## src/rtl/node_pkg.sv

```systemverilog
// Shared types for the endpoint<->router byte link.
//   pkt_t      : 32-bit packet {sourceID, destID, data}
//   rx_state_t : receive FSM states of the router input port
//   PKT_BYTES  : serialized bytes per packet
package node_pkg;

  localparam int unsigned PKT_BYTES = 4;
  localparam int unsigned ID_W      = 4;
  localparam int unsigned DATA_W    = 24;

  typedef struct packed {
    logic [ID_W-1:0]   sourceID;
    logic [ID_W-1:0]   destID;
    logic [DATA_W-1:0] data;
  } pkt_t;

  typedef enum logic [1:0] {
    IDLE = 2'd0,
    B1   = 2'd1,
    B2   = 2'd2,
    B3   = 2'd3
  } rx_state_t;

endpackage

```

## src/rtl/pkt_fifo.sv

```systemverilog
// Packet FIFO of pkt_t entries; pop_data shows the head (zero when empty).
// Ports: clk, rst_b (async active-low), push/push_data, pop/pop_data,
//        full, empty, count (0..DEPTH). DEPTH must be a power of 2.
module pkt_fifo
  import node_pkg::*;
#(
  parameter int unsigned DEPTH = 2,
  localparam int unsigned AW   = $clog2(DEPTH),
  localparam int unsigned CW   = AW + 1
) (
  input  logic          clk,
  input  logic          rst_b,
  input  logic          push,
  input  pkt_t          push_data,
  input  logic          pop,
  output pkt_t          pop_data,
  output logic          full,
  output logic          empty,
  output logic [CW-1:0] count
);

  pkt_t          mem [DEPTH];
  logic [AW-1:0] wr_ptr;
  logic [AW-1:0] rd_ptr;
  logic          do_push;
  logic          do_pop;

  assign full    = (count == CW'(DEPTH));
  assign empty   = (count == '0);
  assign do_push = push && !full;
  assign do_pop  = pop && !empty;

  // Head is forced to zero when empty so reset leaves a clean output.
  assign pop_data = empty ? '0 : mem[rd_ptr];

  // Storage needs no reset; validity comes from count.
  always_ff @(posedge clk) begin
    if (do_push) mem[wr_ptr] <= push_data;
  end

  // Pointers wrap naturally because DEPTH is a power of 2.
  always_ff @(posedge clk or negedge rst_b) begin
    if (!rst_b) begin
      wr_ptr <= '0;
      rd_ptr <= '0;
      count  <= '0;
    end else begin
      if (do_push) wr_ptr <= wr_ptr + AW'(1);
      if (do_pop)  rd_ptr <= rd_ptr + AW'(1);
      case ({do_push, do_pop})
        2'b10:   count <= count + CW'(1);
        2'b01:   count <= count - CW'(1);
        default: count <= count;
      endcase
    end
  end

endmodule

```

## src/rtl/router_in_port.sv

```systemverilog
// Router-side receiver for one endpoint byte link. Grants free_outbound when a
// FIFO slot can be reserved, reassembles 4 bytes into a pkt_t, buffers it and
// presents the head to the router core on a valid/ready interface.
// Ports: clk, rst_b (async active-low), free_outbound (out), put_outbound,
//        payload_outbound[7:0], pkt_out (pkt_t), pkt_valid, pkt_ready,
//        fifo_full, and err_src when ROUTER_IN_SRC_CHECK_EN is defined.
// Option ROUTER_IN_SRC_CHECK_EN: drop packets whose sourceID != NODE_ID and
// pulse err_src for one cycle.
module router_in_port
  import node_pkg::*;
#(
  parameter int unsigned FIFO_DEPTH = 2,
  parameter logic [3:0]  NODE_ID    = 4'h0
) (
  input  logic       clk,
  input  logic       rst_b,
  output logic       free_outbound,
  input  logic       put_outbound,
  input  logic [7:0] payload_outbound,
  output pkt_t       pkt_out,
  output logic       pkt_valid,
  input  logic       pkt_ready,
  output logic       fifo_full
`ifdef ROUTER_IN_SRC_CHECK_EN
  ,
  output logic       err_src
`endif
);

  localparam int unsigned CW   = $clog2(FIFO_DEPTH) + 1;
  localparam int unsigned SH_W = (PKT_BYTES - 1) * 8;

  rx_state_t       state_q;
  rx_state_t       state_d;
  logic [SH_W-1:0] sh_q;
  logic [SH_W-1:0] sh_d;
  logic            free_q;
  logic            free_d;
  logic            err_q;
  logic            err_d;
  logic            push_c;
  logic            pop_c;
  logic            fifo_empty;
  logic [CW-1:0]   count;
  logic [CW-1:0]   count_next;
  pkt_t            asm_pkt;
  logic            unused_node_id;

  assign unused_node_id = ^NODE_ID;

  // Byte 3 arrives on the wire while bytes 0..2 sit in the shift register.
  assign asm_pkt = pkt_t'({sh_q, payload_outbound});

  assign pop_c      = pkt_valid && pkt_ready;
  assign count_next = count + CW'(push_c) - CW'(pop_c);

  // Next state, assembly shift, push decision and grant.
  always_comb begin
    state_d = state_q;
    sh_d    = sh_q;
    push_c  = 1'b0;
    err_d   = 1'b0;
    case (state_q)
      IDLE: begin
        if (free_q && put_outbound) begin
          state_d = B1;
          sh_d    = {sh_q[SH_W-9:0], payload_outbound};
        end
      end
      B1: begin
        state_d = B2;
        sh_d    = {sh_q[SH_W-9:0], payload_outbound};
      end
      B2: begin
        state_d = B3;
        sh_d    = {sh_q[SH_W-9:0], payload_outbound};
      end
      B3: begin
        state_d = IDLE;
`ifdef ROUTER_IN_SRC_CHECK_EN
        if (asm_pkt.sourceID != NODE_ID) err_d  = 1'b1;
        else                             push_c = 1'b1;
`else
        push_c = 1'b1;
`endif
      end
      default: state_d = IDLE;
    endcase
    // Grant only in IDLE with room for one more packet after this edge.
    free_d = (state_d == IDLE) && (count_next < CW'(FIFO_DEPTH));
  end

  always_ff @(posedge clk or negedge rst_b) begin
    if (!rst_b) begin
      state_q <= IDLE;
      sh_q    <= '0;
      free_q  <= 1'b0;
      err_q   <= 1'b0;
    end else begin
      state_q <= state_d;
      sh_q    <= sh_d;
      free_q  <= free_d;
      err_q   <= err_d;
    end
  end

  pkt_fifo #(.DEPTH(FIFO_DEPTH)) u_fifo (
    .clk       (clk),
    .rst_b     (rst_b),
    .push      (push_c),
    .push_data (asm_pkt),
    .pop       (pop_c),
    .pop_data  (pkt_out),
    .full      (fifo_full),
    .empty     (fifo_empty),
    .count     (count)
  );

  assign pkt_valid     = !fifo_empty;
  assign free_outbound = free_q;

`ifdef ROUTER_IN_SRC_CHECK_EN
  assign err_src = err_q;
`else
  logic unused_err;
  assign unused_err = err_q;
`endif

endmodule

```

## config.mk

```make
export PLATFORM = sky130hd
export DESIGN_NAME = router_in_port
export DESIGN_NICKNAME = d
export VERILOG_FILES = /design/src/rtl/node_pkg.sv /design/src/rtl/pkt_fifo.sv /design/src/rtl/router_in_port.sv
export SDC_FILE = /design/constraint.sdc
export NUM_CORES = 1
export LEC_CHECK = 0
export ABC_AREA = 1
export BUFFER_PORTS_ARGS = -buffer_cell sky130_fd_sc_hd__buf_2
export CORE_MARGIN = 5
export CORE_UTILIZATION = 50
export DETAILED_ROUTE_END_ITERATION = 10
export GPL_TIMING_DRIVEN = 0
export PLACE_DENSITY = 0.73
export SKIP_CTS_REPAIR_TIMING = 1
export SYNTH_ARGS = -nofsm -noshare
export SYNTH_HDL_FRONTEND = slang
export SYNTH_SLANG_ARGS = --single-unit
export TNS_END_PERCENT = 30
```

## constraint.sdc

```tcl
create_clock -name clk -period 2.2 [get_ports clk]
set_input_delay 0.33 -clock clk [delete_from_list [all_inputs] [get_ports clk]]
set_output_delay 0.33 -clock clk [all_outputs]
set_load 0.1 [all_outputs]
```

# After elaboration in Yosys (flattened, before gate mapping)
# Memory sizes are Yosys's and may differ from the RTL's.
# Cells that the tools add are included.
# totals
n_memories,1
input_bits,12
mem_bits_rw,64
ff_bits,31
out_inout_bits,35
wordCells,44
# classes
n_addsub,6
n_mux,9
eq_ne,7
reduce_logical,14
magnitude_cmp,1
# memory_table
name,depth,width,rd,rd_ports_with_merged_regs,wr,line_no,text
u_fifo.mem,2,32,1,0,1,pkt_fifo.sv:22,pkt_t mem [DEPTH];
# ops
op,count
case mux 24 bit (2 select lines),1
two-way mux 32 bit,1
two-way mux 24 bit,1
"== test 2 bit, second input constant",4
case mux 2 bit (4 select lines),1
zero test 2 bit,3
logical AND 1 bit,5
"== test 2 x 1 -> 1 bit, second input constant",2
case mux 2 bit (2 select lines),1
nonzero test 2 bit,2
two-way mux 1 bit,3
"adder 1 bit, second input constant",2
adder 2 x 1 -> 2 bit,1
"adder 2 x 1 -> 2 bit, second input constant",1
zero test 1 bit,2
"less-than comparator 2 bit, second input constant",1
two-way mux 2 bit,1
"!= test 2 bit, second input constant",1
AND reduction 2 bit,1
OR reduction 2 bit,1
subtractor 2 x 1 -> 2 bit,1
"subtractor 2 x 1 -> 2 bit, second input constant",1

# Depth between registers and ports, before layout
# Gate-level depths: netlist of the first run.
# depth
word_depth,6
mapped_depth,10
mapped_depth_nobuf,9

# Modules after synthesis
# From an unflattened synthesis of the first run, not the netlist that was laid out.
# unflattened
cells_unflattened,341
hier_area_um2,3848.7
# modules_own_cells
module,instances,cells_each,seq_area_each_um2,area_each_um2
pkt_fifo,1,202,2021.9,2616.3
router_in_port,1,139,675.6,1232.4

# Least setup slack after synthesis of the first run
# Ideal clock, no wire load.
# synth_timing
path_type,register to output
startpoint,reg u_fifo.rd_ptr
endpoint,out pkt_out[0] (netlist bit)
n_path_buf,2
arrival_time_ns,2.248
stages_incl_launch_ff,6
t_required_ns,1.870
setup_slack_ns,-0.378
path_cell_list,dfrtp_1 > buf_2 > inv_1 > buf_4 > nand2_1 > a21oi_1
# synth_lines
item,line_no,text
start: declaration,pkt_fifo.sv:24,logic [AW-1:0] rd_ptr;
start signal: assignment,pkt_fifo.sv:49,if (do_pop) rd_ptr <= rd_ptr + AW'(1);
end: declaration,router_in_port.sv:20,"output pkt_t pkt_out,"

==> summary.txt, run 1 <==
status: completed
Final Skew: 0.0104 ns
post-synthesis mux area share: 0%
crit path DAT: 1.77 ns
I/O pins: 47
Initial Utilization: 52.1%
Yosys top cell by area: edfxtp_1
post-route ant nets: 0
Netlist cell types: 20
clock sink count: 95
WL/cell: 15.7 um
DRT Wirelength: 7.74 mm
Die X: 97.4 um
number of port buffers: 46
critical path data required time: 1.87 ns
Cells after Synth: 332
largest family of logic cells by synthesized area: simple AND/OR/NAND/NOR gates
Area Growth Syn to Fin: 19.2%
Synth Area in Compound Gates: 4.42%
critical path class: register to output pin
fin cells: 493
Synth Net Count: 350
Max Slew Vio Count: 0
global-route wire length before repair: 12.5 mm
Remaining Overflow, GRT: 0
yosys warns: 0
Total Nets Final: 407
Root Buffer Master: clkbuf_8
RR Startpoint: state_q[1]
final count of negative-setup-slack endpoints: 0
Clk pin slew, worst setup/hold paths: 0.09 ns
share of layout cells above drive strength 1: 29.2%
max_cap viols: 0
vias in the first global route: 2528
routability cong.: 0.798
Post-Synth XOR/XNOR Area: 0.687%
TritonCTS clock tree: yes
Worst Setup SP: u_fifo.rd_ptr
most common cell after layout, fill and taps aside: nand2_1
Detailed Place HPWL: 5.19 mm
Post-route DRC: 0
min setup slack post-route: 0.101 ns
highest clock rate: 0.476 GHz
initial antenna violation count: 0
dpl cells: 477
top post-synthesis cells by area: edfxtp_1, dfrtp_1, nand2_1
Core Area: 0.00733 mm^2
Synth top area share: 50.3%
Tcrit/Tclk final: 95.4%
first drt pass iteration count: 4
Worst Tran Pin Value: 0.984 ns
post-synthesis simple-gate area fraction: 17.7%
Slew HR: 34.3%
unrepaired setup endpoints after global routing: true
count of state elements after synthesis: 95
most frequent cells in the layout: nand2_1, edfxtp_1, clkbuf_4, dfrtp_1, a21oi_2
row cnt: 31
final hold viol count: 0
Critical Path Source Type: register
Syn Area/Cell: 11.5 um^2
routed via count: 2503
initial DRC count: 117
die area: 0.00949 mm^2
H-tree Lvls: 3
largest net degree at the start of global routing: 33
Total GRT Usage: 17.0%
crit path max fanout: 10
number of antenna repair diodes: 0
Inserted Clock Buffers: 9
sequential-to-total area share from yosys stat: 70.6%
fin crit period: 2.10 ns
chip height: 97.4 um
CP Capture Type: output pin
Via density: 5.08
Clock Latency Late Sink: 0.35 ns
post-synthesis cell area: 0.00382 mm^2
pre-CTS WS: 0.295 ns
clk buf depth: 2
Worst Hold Class: input port to asynchronous set/reset pin
post-synthesis adder-cell area fraction: 1.96%
flip-flops by register name (all words and copies together) (netlist names):
| name | cells |
|---|---|
| u_fifo.mem | 64 |
| sh_q | 24 |
| state_q | 2 |
| u_fifo.count | 2 |
| free_outbound | 1 |
| u_fifo.rd_ptr | 1 |
| u_fifo.wr_ptr | 1 |
cell type report:
class | instances | area [um^2]
fill | 587 | 2770
sequential | 95 | 2700
multi-input combinational | 205 | 1070
timing repair buffer | 46 | 305
buffer | 18 | 133
clock buffer | 10 | 128
tap | 99 | 124
inverter | 14 | 52.6
clock inverter | 6 | 45.0
worst paths after layout:
kind                                      to  slack [ns]  depth (start not counted)
max                               pkt_out[4]        0.10                          6
min                               state_q[1]        0.02                          1
max reg2reg                u_fifo.mem[1][22]        0.29                          3
min reg2reg                u_fifo.mem[0][30]        0.49                          0
max in group asynchronous            sh_q[0]        1.69                          1
min in group clk            u_fifo.mem[1][1]        0.18                          1
through the flow:
stage	hold WS (ns)	setup TNS (ns)	instance area, um^2	util [%]
2_1_floorplan	0.0344	-13.39	3930	-
3_3_place_gp	0.428	-63.57	4280	58.4
3_5_place_dp	0.436	0	4300	58.6
4_1_cts	0.0417	-1.83	4470	61.0
5_1_grt	0.0824	-0.0132	4560	62.2
6_report	0.0184	0	4560	62.2
layer usage:
layer / vias up / global-route usage (%) / wire (um)
met2: 61 / 28.0 / 3790
li1: 1233 / - / -
met5: - / 0 / 0
met1: 1203 / 22.0 / 3470
met3: 6 / 3.52 / 414
met4: 0 / 6.92 / 64
synth_stat cells:
library cell	n
nand2_1	123
edfxtp_1	64
a21oi_1	32
dfrtp_1	31
nand3_1	27
inv_1	14
buf_2	10
ha_1	6
nor2_1	6
buf_4	4
buf_6	4
or2_2	2
xor2_1	2
nand2_2	1
nand2_8	1
nand4_1	1
nor2_2	1
o21ai_2	1
or2_1	1
xnor2_1	1
cells by family after synthesis:
kind of cell,Yosys count
AO/OA/AOI/OAI,33
AND/OR/NAND/NOR,163
XOR/XNOR,3
buffers and inverters,32
flip-flops,95
adder cells (fa/ha/maj),6
critical path, stage by stage, from the launching register on:
cell and delay (ns):
dfrtp_1 0.37, buf_2 0.15, inv_1 0.13, buf_4 0.20
nand2_1 0.08, a21oi_2 0.14, clkbuf_4 0.35
Power of run 1 is left out: the tool's default activity adds up to more than one toggle a clock period on the data nets, which glitch-free logic cannot reach.
==> run 2, diff against run 1 <==
--- a/config.mk
+++ b/config.mk
@@ -6,7 +6,5 @@
 export NUM_CORES = 1
 export LEC_CHECK = 0
-export ABC_AREA = 1
 export BUFFER_PORTS_ARGS = -buffer_cell sky130_fd_sc_hd__buf_2
-export CORE_MARGIN = 5
 export CORE_UTILIZATION = 50
 export DETAILED_ROUTE_END_ITERATION = 10
==> constraint.sdc (replaced) <==
create_clock -name clk -period 2.2 [get_ports clk]
set_input_delay 0.33 -clock clk [delete_from_list [all_inputs] [get_ports clk]]
set_output_delay 0.33 -clock clk [all_outputs]
set_load 0.01 [all_outputs]
==> run 2 against run 1 <==
Net effect: fmax increased by 0.61%; utilization shrank 2.9 points; sequential share of layout area increased by 3.9 points; global-route usage is 0.28 points lower; clock skew up 0.0023 ns; via count shrank 25%; synthesized cell count is 33% lower.
==> summary.txt, run 2 <==
CP max-delay cell: dfrtp_1
Area Growth Syn to Fin: 15.4%
DRT Wirelength: 5.87 mm (-24%)
Netlist cell types: 21 (+5.0%)
Via density: 4.87 (-4.1%)
Post-synth EDFFs: 64 (unchanged)
top post-synthesis cells by area: edfxtp_1, dfrtp_1, mux2i_1
die area: 0.00776 mm^2 (-18%)
fin cells: 385 (-22%)
crit path DAT: 1.76 ns (about the same)
min setup slack post-route: 0.114 ns (+0.0126 ns)
Inserted Clock Buffers: 9 (unchanged)
Remaining Overflow, GRT: 0 (unchanged)
Total GRT Usage: 16.7% (-0.28 points)
Worst path max stage delay: 0.44 ns (+0.07 ns)
global-route wire length before repair: 9.03 mm (-28%)
post-synthesis cell area: 0.00371 mm^2 (-3.0%)
Detailed Place HPWL: 3.66 mm (-29%)
most instantiated cells after synthesis: edfxtp_1, nor2_1, mux2i_1
most frequent cell after synthesis: edfxtp_1
WL/cell: 15.2 um (-2.9%)
Tcrit/Tclk final: 94.8% (-0.57 points)
Synth top area share: 51.9% (+1.6 points)
Synth Net Count: 242 (-31%)
vias in the first global route: 1754 (-31%)
share of layout cells above drive strength 1: 34.6% (+5.4 points)
Max Slew Vio Count: 0 (unchanged)
I/O pins: 47 (unchanged)
routed via count: 1874 (-25%)
Cells after Synth: 224 (-33%)
CP Capture Type: output pin
critical path data required time: 1.87 ns (about the same)
number of port buffers: 46 (unchanged)
count of state elements after synthesis: 95 (unchanged)
status: completed
Clk pin slew, worst setup/hold paths: 0.10 ns (about the same)
Initial Utilization: 51.4% (-0.77 points)
clock sink count: 95 (unchanged)
CP most frequent cell: nor2_1
H-tree Lvls: 3 (unchanged)
initial antenna violation count: 0 (unchanged)
critical path class: register to output pin
Fillers: 575 (-2.0%)
biggest regs: u_fifo.mem (64), sh_q (24)
Root Buffer Master: clkbuf_8
Worst Hold Class: input port to asynchronous set/reset pin
CP Cell Sequence: nor2_1 > clkbuf_2 > nor2_1 > buf_2
routability cong.: 0.732 (-8.3%)
unrepaired setup endpoints after global routing: false
most frequent cells in the layout: edfxtp_1, buf_2, nor2_1, mux2i_1, dfrtp_1
Most flops, register: u_fifo.mem
most common cell after layout, fill and taps aside: edfxtp_1
Post-route DRC: 0 (unchanged)
Final TNS setup: 0 ns (unchanged)
dpl cells: 369 (-23%)
final count of negative-setup-slack endpoints: 0 (unchanged)
Slew HR: 37.1% (+2.8 points)
largest net degree at the start of global routing: 33 (unchanged)
asr flop ratio synth: 32.6% (unchanged)
Total Nets Final: 299 (-27%)
max reg flops: 64 (unchanged)
Syn Area/Cell: 16.5 um^2 (+44%)
highest clock rate: 0.479 GHz (+0.61%)
Die X: 88.1 um (-9.6%)
PwrDens: 1600 mW/mm^2
number of antenna repair diodes: 0 (unchanged)
Yosys top cell by area: edfxtp_1
sequential-to-total area share from yosys stat: 72.8% (+2.2 points)
final hold viol count: 0 (unchanged)
VDD IR max: 983 uV
yosys warns: 0 (unchanged)
clk buf depth: 2 (unchanged)
pre-CTS WS: 0.273 ns (-0.0221 ns)
initial DRC count: 83 (-29%)
Final Skew: 0.0127 ns (+0.00228 ns)
row cnt: 31 (unchanged)
chip height: 88.1 um (-9.6%)
max_cap viols: 0 (unchanged)
Clock Latency Late Sink: 0.36 ns (about the same)
Critical Path Source Type: register
TritonCTS clock tree: yes
post-route ant nets: 0 (unchanged)
Worst Tran Pin Value: 0.941 ns (-0.0423 ns)
first drt pass iteration count: 4 (unchanged)
Core Area: 0.00721 mm^2 (-1.6%)
LEAKAGE: 0.00176 uW
crit path max fanout: 10 (unchanged)
fin crit period: 2.09 ns (-0.0126 ns)
Main synth FF type: edfxtp_1
==> run 2: cell count changes in the layout (fill, tap and decap cells not counted), sizes merged, moves of 2 or more <==
| cell | change |
|---|---|
| nand2 | -124 |
| mux2i | +32 |
| a21oi | -30 |
| clkbuf | -29 |
| nor2 | +29 |
| nand3 | -27 |
| mux2 | +24 |
| buf | +19 |
| inv | -8 |
| xnor2 | +4 |
| or2 | -3 |
| clkinvlp | -2 |
| nor2b | +2 |
==> run 2: path summary, 6_finish.rpt <==
kind,cells after the start,to,slack [ns],from
worst max-delay path,4,pkt_out[16],0.11,u_fifo.count[1]
worst min-delay path,1,sh_q[7],0.005,rst_b
worst max register to register,6,sh_q[13],0.27,state_q[0]
worst min register to register,0,u_fifo.mem[1][31],0.47,sh_q[23]
max in group asynchronous,1,sh_q[13],1.72,rst_b
min in group clk,1,u_fifo.mem[1][2],0.16,payload_outbound[2]
==> run 2: final cells by class <==
type / instances / area [um^2] / share of cell area (%)
Inverter: 5 / 18.8 / 0.439
Multi-Input combinational cell: 115 / 945 / 22.1
Sequential cell: 95 / 2700 / 63.1
Tap cell: 99 / 124 / 2.90
Timing Repair Buffer: 46 / 230 / 5.38
Clock buffer: 9 / 124 / 2.90
Buffer: 9 / 57.6 / 1.35
Clock inverter: 7 / 80.1 / 1.87
==> run 2: through the flow <==
step / area [um^2] / total power [uW] / hold slack, ns / utilization, %
3_5_place_dp: 4070 / 5760 / 0.430 / 56.4
2_1_floorplan: 3710 / 4890 / 0.0344 / -
6_report: 4280 / 6840 / 0.00481 / 59.3
4_1_cts: 4270 / 6900 / 0.0322 / 59.2
3_3_place_gp: 4060 / 5670 / 0.424 / 56.3
5_1_grt: 4280 / 7290 / 0.0680 / 59.3
==> run 2: where the power goes <==
part / internal (uW) / switching [uW]
clock: 539 / 614
sequential: 2680 / 309
combinational: 1260 / 1430
==> run 2: per-layer routing <==
layer  part of all wire, %  GRT usage (%)  vias to the layer above
met5                     0              0                        -
met4                   2.2           8.94                        0
met3                   4.1           4.62                       11
met2                    48           25.7                       39
met1                    46           21.8                      914
li1                      -              -                      910
==> run 2: worst max-delay path, delay by kind of cell, from the launching register on <==
family / cells / cell delay (ns)
buffers and inverters: 2 / 0.50
DFF: 1 / 0.44
and+or+nand+nor: 2 / 0.46
==> run 2: logic make-up (layout without fill, tap and decap cells) <==
group	Yosys count	count (layout)	share of synthesized area, %
fa+ha+maj	6	6	2.03
compound gates	3	3	0.844
simple gates	43	43	4.79
buf+inv	14	76	1.96
flops	95	95	72.8
mux	56	56	15.9
xor+xnor	7	7	1.65
(Power assumes the default switching activity.)
